==> src/rtl/traffic_phase_scheduler.sv <==
// Demand-driven two-direction phase scheduler with min/max green, yellow, all-red and preemption.
// Define NIGHT_FLASH_EN to add the i_night input and the flashing-yellow FLASH state.
//
// state       | meaning
// ------------+---------------------------------------------------------
// ST_ALL_CLR  | both red, clearance; then green of next_dir / hold / flash
// ST_H_GREEN  | H green + walk, V red
// ST_H_YELLOW | H yellow, V red
// ST_V_GREEN  | V green + walk, H red
// ST_V_YELLOW | V yellow, H red
// ST_PRE_HOLD | both red while preempt is held
// ST_FLASH    | night mode, both yellows blinking (NIGHT_FLASH_EN only)
module traffic_phase_scheduler #(
    parameter int MIN_GREEN = 10,
    parameter int MAX_GREEN = 40,
    parameter int YELLOW    = 3,
    parameter int ALL_RED   = 2
) (
    input  logic       i_clk,
    input  logic       i_rst,
    input  logic       i_h_req,
    input  logic       i_v_req,
    input  logic       i_h_ped,
    input  logic       i_v_ped,
    input  logic       i_preempt,
`ifdef NIGHT_FLASH_EN
    input  logic       i_night,
`endif
    output logic       o_hr,
    output logic       o_hy,
    output logic       o_hg,
    output logic       o_vr,
    output logic       o_vy,
    output logic       o_vg,
    output logic       o_h_walk,
    output logic       o_v_walk,
    output logic [7:0] o_count
);

    localparam logic [7:0] C_MIN = 8'(MIN_GREEN - 1);
    localparam logic [7:0] C_MAX = 8'(MAX_GREEN - 1);
    localparam logic [7:0] C_YEL = 8'(YELLOW - 1);
    localparam logic [7:0] C_AR  = 8'(ALL_RED - 1);

    typedef enum logic [2:0] {
        ST_ALL_CLR,
        ST_H_GREEN,
        ST_H_YELLOW,
        ST_V_GREEN,
        ST_V_YELLOW,
        ST_PRE_HOLD
`ifdef NIGHT_FLASH_EN
        , ST_FLASH
`endif
    } state_t;

    state_t     r_state, w_state_nx;
    logic [7:0] r_count, w_count_nx;
    logic [7:0] r_elapsed, w_elapsed_nx;
    logic       r_rested, w_rested_nx;
    logic       r_dir_v, w_dir_v_nx;
    logic       r_flash, w_flash_nx;
    logic       r_h_ped, r_v_ped;
    logic       w_pend, w_own_req, w_green_exit, w_night;
    logic       w_enter_h, w_enter_v;
    logic       w_hr, w_hy, w_hg, w_vr, w_vy, w_vg, w_hw, w_vw;

`ifdef NIGHT_FLASH_EN
    assign w_night = i_night;
`else
    assign w_night = 1'b0;
`endif

    // Demand from the opposite direction; only meaningful while a green is active.
    assign w_pend       = (r_state == ST_H_GREEN) ? (i_v_req | r_v_ped) : (i_h_req | r_h_ped);
    assign w_own_req    = (r_state == ST_H_GREEN) ? i_h_req : i_v_req;
    assign w_green_exit = i_preempt |
                          (w_pend & (r_rested | (r_count == 8'd0) |
                                     ((r_elapsed == C_MIN) & ~w_own_req)));

    always_comb begin
        w_state_nx   = r_state;
        w_count_nx   = r_count - 8'd1;
        w_elapsed_nx = r_elapsed;
        w_rested_nx  = r_rested;
        w_dir_v_nx   = r_dir_v;
        w_flash_nx   = 1'b0;
        case (r_state)
            ST_ALL_CLR: begin
                if (r_count == 8'd0) begin
                    if (i_preempt) begin
                        w_state_nx = ST_PRE_HOLD;
                        w_count_nx = 8'd0;
                    end
`ifdef NIGHT_FLASH_EN
                    else if (w_night) begin
                        w_state_nx = ST_FLASH;
                        w_count_nx = 8'd0;
                        w_flash_nx = 1'b1;
                    end
`endif
                    else begin
                        w_state_nx   = r_dir_v ? ST_V_GREEN : ST_H_GREEN;
                        w_count_nx   = C_MAX;
                        w_elapsed_nx = 8'd0;
                        w_rested_nx  = 1'b0;
                    end
                end
            end
            ST_H_GREEN, ST_V_GREEN: begin
                if (w_green_exit) begin
                    w_state_nx = (r_state == ST_H_GREEN) ? ST_H_YELLOW : ST_V_YELLOW;
                    w_count_nx = C_YEL;
                end else if (r_count == 8'd0) begin
                    // No opposing demand at max green: rest, and let any later demand exit at once.
                    w_count_nx   = C_MAX;
                    w_elapsed_nx = C_MIN;
                    w_rested_nx  = 1'b1;
                end else if (r_elapsed != C_MIN) begin
                    w_elapsed_nx = r_elapsed + 8'd1;
                end
            end
            ST_H_YELLOW, ST_V_YELLOW: begin
                if (r_count == 8'd0) begin
                    w_state_nx = ST_ALL_CLR;
                    w_count_nx = C_AR;
                    w_dir_v_nx = (r_state == ST_H_YELLOW);
                end
            end
            ST_PRE_HOLD: begin
                w_count_nx = 8'd0;
                if (!i_preempt) begin
                    w_state_nx = ST_ALL_CLR;
                    w_count_nx = C_AR;
                end
            end
`ifdef NIGHT_FLASH_EN
            ST_FLASH: begin
                w_count_nx = 8'd0;
                if (i_preempt) begin
                    w_state_nx = ST_PRE_HOLD;
                end else if (!w_night) begin
                    w_state_nx = ST_ALL_CLR;
                    w_count_nx = C_AR;
                end else begin
                    w_flash_nx = ~r_flash;
                end
            end
`endif
            default: begin
                w_state_nx = ST_ALL_CLR;
                w_count_nx = C_AR;
            end
        endcase
    end

    assign w_enter_h = (r_state == ST_ALL_CLR) && (w_state_nx == ST_H_GREEN);
    assign w_enter_v = (r_state == ST_ALL_CLR) && (w_state_nx == ST_V_GREEN);

    // Lamps are decoded from the next state so that they register together with it.
    always_comb begin
        w_hr = 1'b0; w_hy = 1'b0; w_hg = 1'b0;
        w_vr = 1'b0; w_vy = 1'b0; w_vg = 1'b0;
        w_hw = 1'b0; w_vw = 1'b0;
        case (w_state_nx)
            ST_H_GREEN:  begin w_hg = 1'b1; w_vr = 1'b1; w_hw = 1'b1; end
            ST_H_YELLOW: begin w_hy = 1'b1; w_vr = 1'b1; end
            ST_V_GREEN:  begin w_hr = 1'b1; w_vg = 1'b1; w_vw = 1'b1; end
            ST_V_YELLOW: begin w_hr = 1'b1; w_vy = 1'b1; end
`ifdef NIGHT_FLASH_EN
            ST_FLASH:    begin w_hy = w_flash_nx; w_vy = w_flash_nx; end
`endif
            default:     begin w_hr = 1'b1; w_vr = 1'b1; end
        endcase
    end

    always_ff @(posedge i_clk or posedge i_rst) begin
        if (i_rst) begin
            r_state   <= ST_ALL_CLR;
            r_count   <= C_AR;
            r_elapsed <= 8'd0;
            r_rested  <= 1'b0;
            r_dir_v   <= 1'b0;
            r_flash   <= 1'b0;
            r_h_ped   <= 1'b0;
            r_v_ped   <= 1'b0;
            o_hr <= 1'b1; o_hy <= 1'b0; o_hg <= 1'b0;
            o_vr <= 1'b1; o_vy <= 1'b0; o_vg <= 1'b0;
            o_h_walk <= 1'b0; o_v_walk <= 1'b0;
        end else begin
            r_state   <= w_state_nx;
            r_count   <= w_count_nx;
            r_elapsed <= w_elapsed_nx;
            r_rested  <= w_rested_nx;
            r_dir_v   <= w_dir_v_nx;
            r_flash   <= w_flash_nx;
            r_h_ped   <= (r_h_ped | i_h_ped) & ~w_enter_h;
            r_v_ped   <= (r_v_ped | i_v_ped) & ~w_enter_v;
            o_hr <= w_hr; o_hy <= w_hy; o_hg <= w_hg;
            o_vr <= w_vr; o_vy <= w_vy; o_vg <= w_vg;
            o_h_walk <= w_hw; o_v_walk <= w_vw;
        end
    end

    assign o_count = r_count;

endmodule

==> config.mk <==
export PLATFORM = sky130hd
export DESIGN_NAME = traffic_phase_scheduler
export DESIGN_NICKNAME = d
export VERILOG_FILES = /design/src/rtl/traffic_phase_scheduler.sv
export SDC_FILE = /design/constraint.sdc
export NUM_CORES = 1
export LEC_CHECK = 0
export ABC_AREA = 1
export CAP_MARGIN = 25
export CORE_MARGIN = 2
export CORE_UTILIZATION = 40
export DETAILED_ROUTE_END_ITERATION = 8
export GPL_TIMING_DRIVEN = 0
export SLEW_MARGIN = 0
export SYNTH_ARGS = -nofsm -noshare
export SYNTH_HDL_FRONTEND = slang
export SYNTH_SLANG_ARGS = --single-unit
==> constraint.sdc <==
create_clock -name i_clk -period 4.9 [get_ports i_clk]
set_input_delay 1.225 -clock i_clk [delete_from_list [all_inputs] [get_ports i_clk]]
set_output_delay 1.225 -clock i_clk [all_outputs]
set_load 0.05 [all_outputs]
==> flow_summary.toml <==
[global_routing]
globalRouteOverflowTotal = 0
grt_pass1_vias = 1359
grt_pass1_wl_mm = 5.816
grt_max_degree = 18
grt_usage_pct = 17.13
antenna_found_initial = 0

[pwr]
power.density_nw_per_um2 = 664.8
power.switching_mw = 0.6467
total_power_mw = 1.351
netSwitchingFraction_pct = 47.88
power_leakage_nw = 0.9421
pwr-share-clk_pct = 16.2
p_seq_share_pct = 28.1
internal_power_mw = 0.7041
power_frac_comb_pct = 55.7
peakVddDrop_uv = 372.4

[critical_path]
reg2regPathDepth = 14
reg2reg_slack_ns = 2.89
crit_fanout = 2
cp.required_ns = 3.67
cp-end-kind = "primary output"
worst-path-buf-inv = 1
critPathTopFamily = "buffers and inverters"
cp.arrival_ns = 1.60
cpMaxStageDelayCell = "clkdlybuf4s50_1"
crit_type = "reg2out"
r2r_start = "o_count[0]$_DFF_PP1_"
path_cells = "clkdlybuf4s50_1"
max_stage_delay_ns = 0.79
cp-start-kind = "flip-flop"
rr_endpoint = "r_elapsed[2]$_DFFE_PP0P_"

[cells_and_area]
finalInstanceArea_sq_um = 2032
fillers = 382
ff_latch_area_sq_um = 729.5
syn_to_final_growth_pct = 25.41
layout.nets = 243
diodes = 0
multi_input_area_sq_um = 748.2
fin_cells = 284
fin_util_pct = 51.54
drive_gt1_share_pct = 16.67

[yosys]
postSynth.asyncResetShare_pct = 100.0
synth_area_per_cell_sq_um = 7.982
synth_edf_count = 0
yosys-mux-area-fraction_pct = 0
synth_xor_area_share_pct = 4.324
synth_cell_type_count = 31
synth_compound_area_share_pct = 10.89
seq_area_frac_synth_pct = 45.02
synth_adder_area_share_pct = 2.317
synth_top_cell_area_share_pct = 40.15
synth.most_common_cell = "nand2_1"
yosys_most_used_dff = "dfrtp_1"
synth-seq-cells = 29
synth_nets = 213
syn_inst = 203
yosysTopAreaCell = "dfrtp_1"
synth_common_cells = "nand2_1, nor2_1, dfrtp_1, inv_1"
yosysWarnings = 0
netlist_area_sq_um = 1620
yosys.area_share.simple_pct = 28.65
synth_top_family_by_area = "simple AND/OR/NAND/NOR gates"
synth_area_leaders = "dfrtp_1, nand2_1, nor2_1"

[drt]
wl_mm = 3.331
vias_per_cell = 4.764
vias = 1353
firstDrtPassIters = 4
wl_per_cell_um = 11.73
antenna_left = 0
drtIter0Drc = 42
drc = 0

[floorplan]
die_area_sq_um = 4576
coreArea_sq_um = 3943
die_width_um = 67.65
start_util_pct = 41.10
dieHeight_um = 67.65
rows = 23
num_io_pins = 23

[timing]
worst_pin_slew_ns = 0.5771
period_share_pct = 57.65
drv_slew = 0
rsz0062_at_grt = "no"
finalSetupViolations = 0
holdWs_ns = 0.4919
fin_setup_tns_ns = 0
fmax_mhz = 354.0
hold_viol = 0
worst_slack_ns = 2.075
timing.final.crit_period_ns = 2.825
slew_headroom_pct = 61.48
finClkSkew_ns = 0.007415

[hold_path]
hold_path.class = "reg2reg"
holdPathEnd = "r_rested$_DFFE_PP0P_"
min_path_cells = 2
hold_start = "r_rested$_DFFE_PP0P_"

[placement]
io_buffers = 22
globalplace.congestion = 0.8119
place_ws_ns = 2.025
dp_hpwl_mm = 2.521
dp.cells = 276
postPlaceCellArea_sq_um = 1931

[cts]
cts_resized = 0
htree_levels = 2
post_cts_buffers = 0
cts_tree = "done"
cts.reportedPaths.clkPinSlew_ns = 0.06
clk_path_buf_depth = 2
cts-root-buf = "clkbuf_8"
clk_latency_ns = 0.28
cts.sinks = 29
hold_buffers = 0
numCtsBuffers = 5

[job]
max-cap-violations = 0

[outcome]
status = "completed"
## routing by layer
metal  share of wire, %  track usage [%]  up-vias
met4                1.8            7.143        0
li1                   -                -      705
met2                 48            28.43       25
met3                4.1            5.333        7
met1                 46            20.40      616
met5                  0                0        -
## state kept, by name (all words and copies together) (netlist names)
name and cells:
r_rested 1, r_elapsed 8, r_h_ped 1, o_hy 1
r_state 3, o_h_walk 1, o_vy 1, r_dir_v 1
r_v_ped 1, o_v_walk 1, o_vr 1, o_count 8
o_hr 1
## cell families (layout without fill, tap and decap cells)
group / count (synthesis) / in the layout
AOI/OAI and AO/OA: 29 / 29
adders and majority gates: 3 / 3
xor gates and xnor gates: 8 / 8
buffers and inverters: 32 / 63
DFF: 29 / 29
and+or+nand+nor: 102 / 102
## cell usage in the layout (no fill, tap or decap), types with 2 or more instances in the layout
cell type and instances:
nand3_1 10, nand4_1 2, o21ai_1 7, clkbuf_8 7, o21ai_0 10, nand2_2 4
a21oi_1 2, inv_2 5, xor2_1 4, nor3_1 4, o21ai_2 2, clkdlybuf4s50_1 22
nand3_2 3, buf_6 2, nor2_4 2, dfrtp_1 26, nor2_1 30, buf_4 2
nor2_2 5, ha_1 3, dfstp_2 3, xnor2_1 4, nand2_1 41, inv_1 23
## cell type report
class | instances | share of cell area, %
Multi-Input combinational cell | 142 | 36.82
Clock buffer | 7 | 4.741
Sequential cell | 29 | 35.90
Buffer | 4 | 1.847
Inverter | 28 | 5.172
Tap cell | 50 | 3.079
Timing Repair Buffer | 23 | 12.19
Clock inverter | 1 | 0.2463
## worst max path at each step
stage / start / end / slack (ns) / depth (start not counted)
CTS: o_count[0]$_DFF_PP1_ / o_count[0] / 2.05 / 1
floorplan: i_preempt / r_h_ped$_DFF_PP0_ / 2.73 / 10
global route: o_count[0]$_DFF_PP1_ / o_count[0] / 2.05 / 1
global placement: i_preempt / r_h_ped$_DFF_PP0_ / 2.02 / 11
detailed placement: i_preempt / r_h_ped$_DFF_PP0_ / 2.02 / 11
finish: o_count[0]$_DFF_PP1_ / o_count[0] / 2.08 / 1
## power by group through the flow
stage          Combinational (mW)  Sequential (mW)  Clock, mW
6_report                    0.752            0.380      0.219
4_1_cts                     0.760            0.382      0.226
3_3_place_gp                0.746            0.385          0
2_1_floorplan               0.412            0.533          0
3_5_place_dp                0.755            0.386          0
5_1_grt                     0.836            0.391      0.236
(Power assumes the default switching activity.)
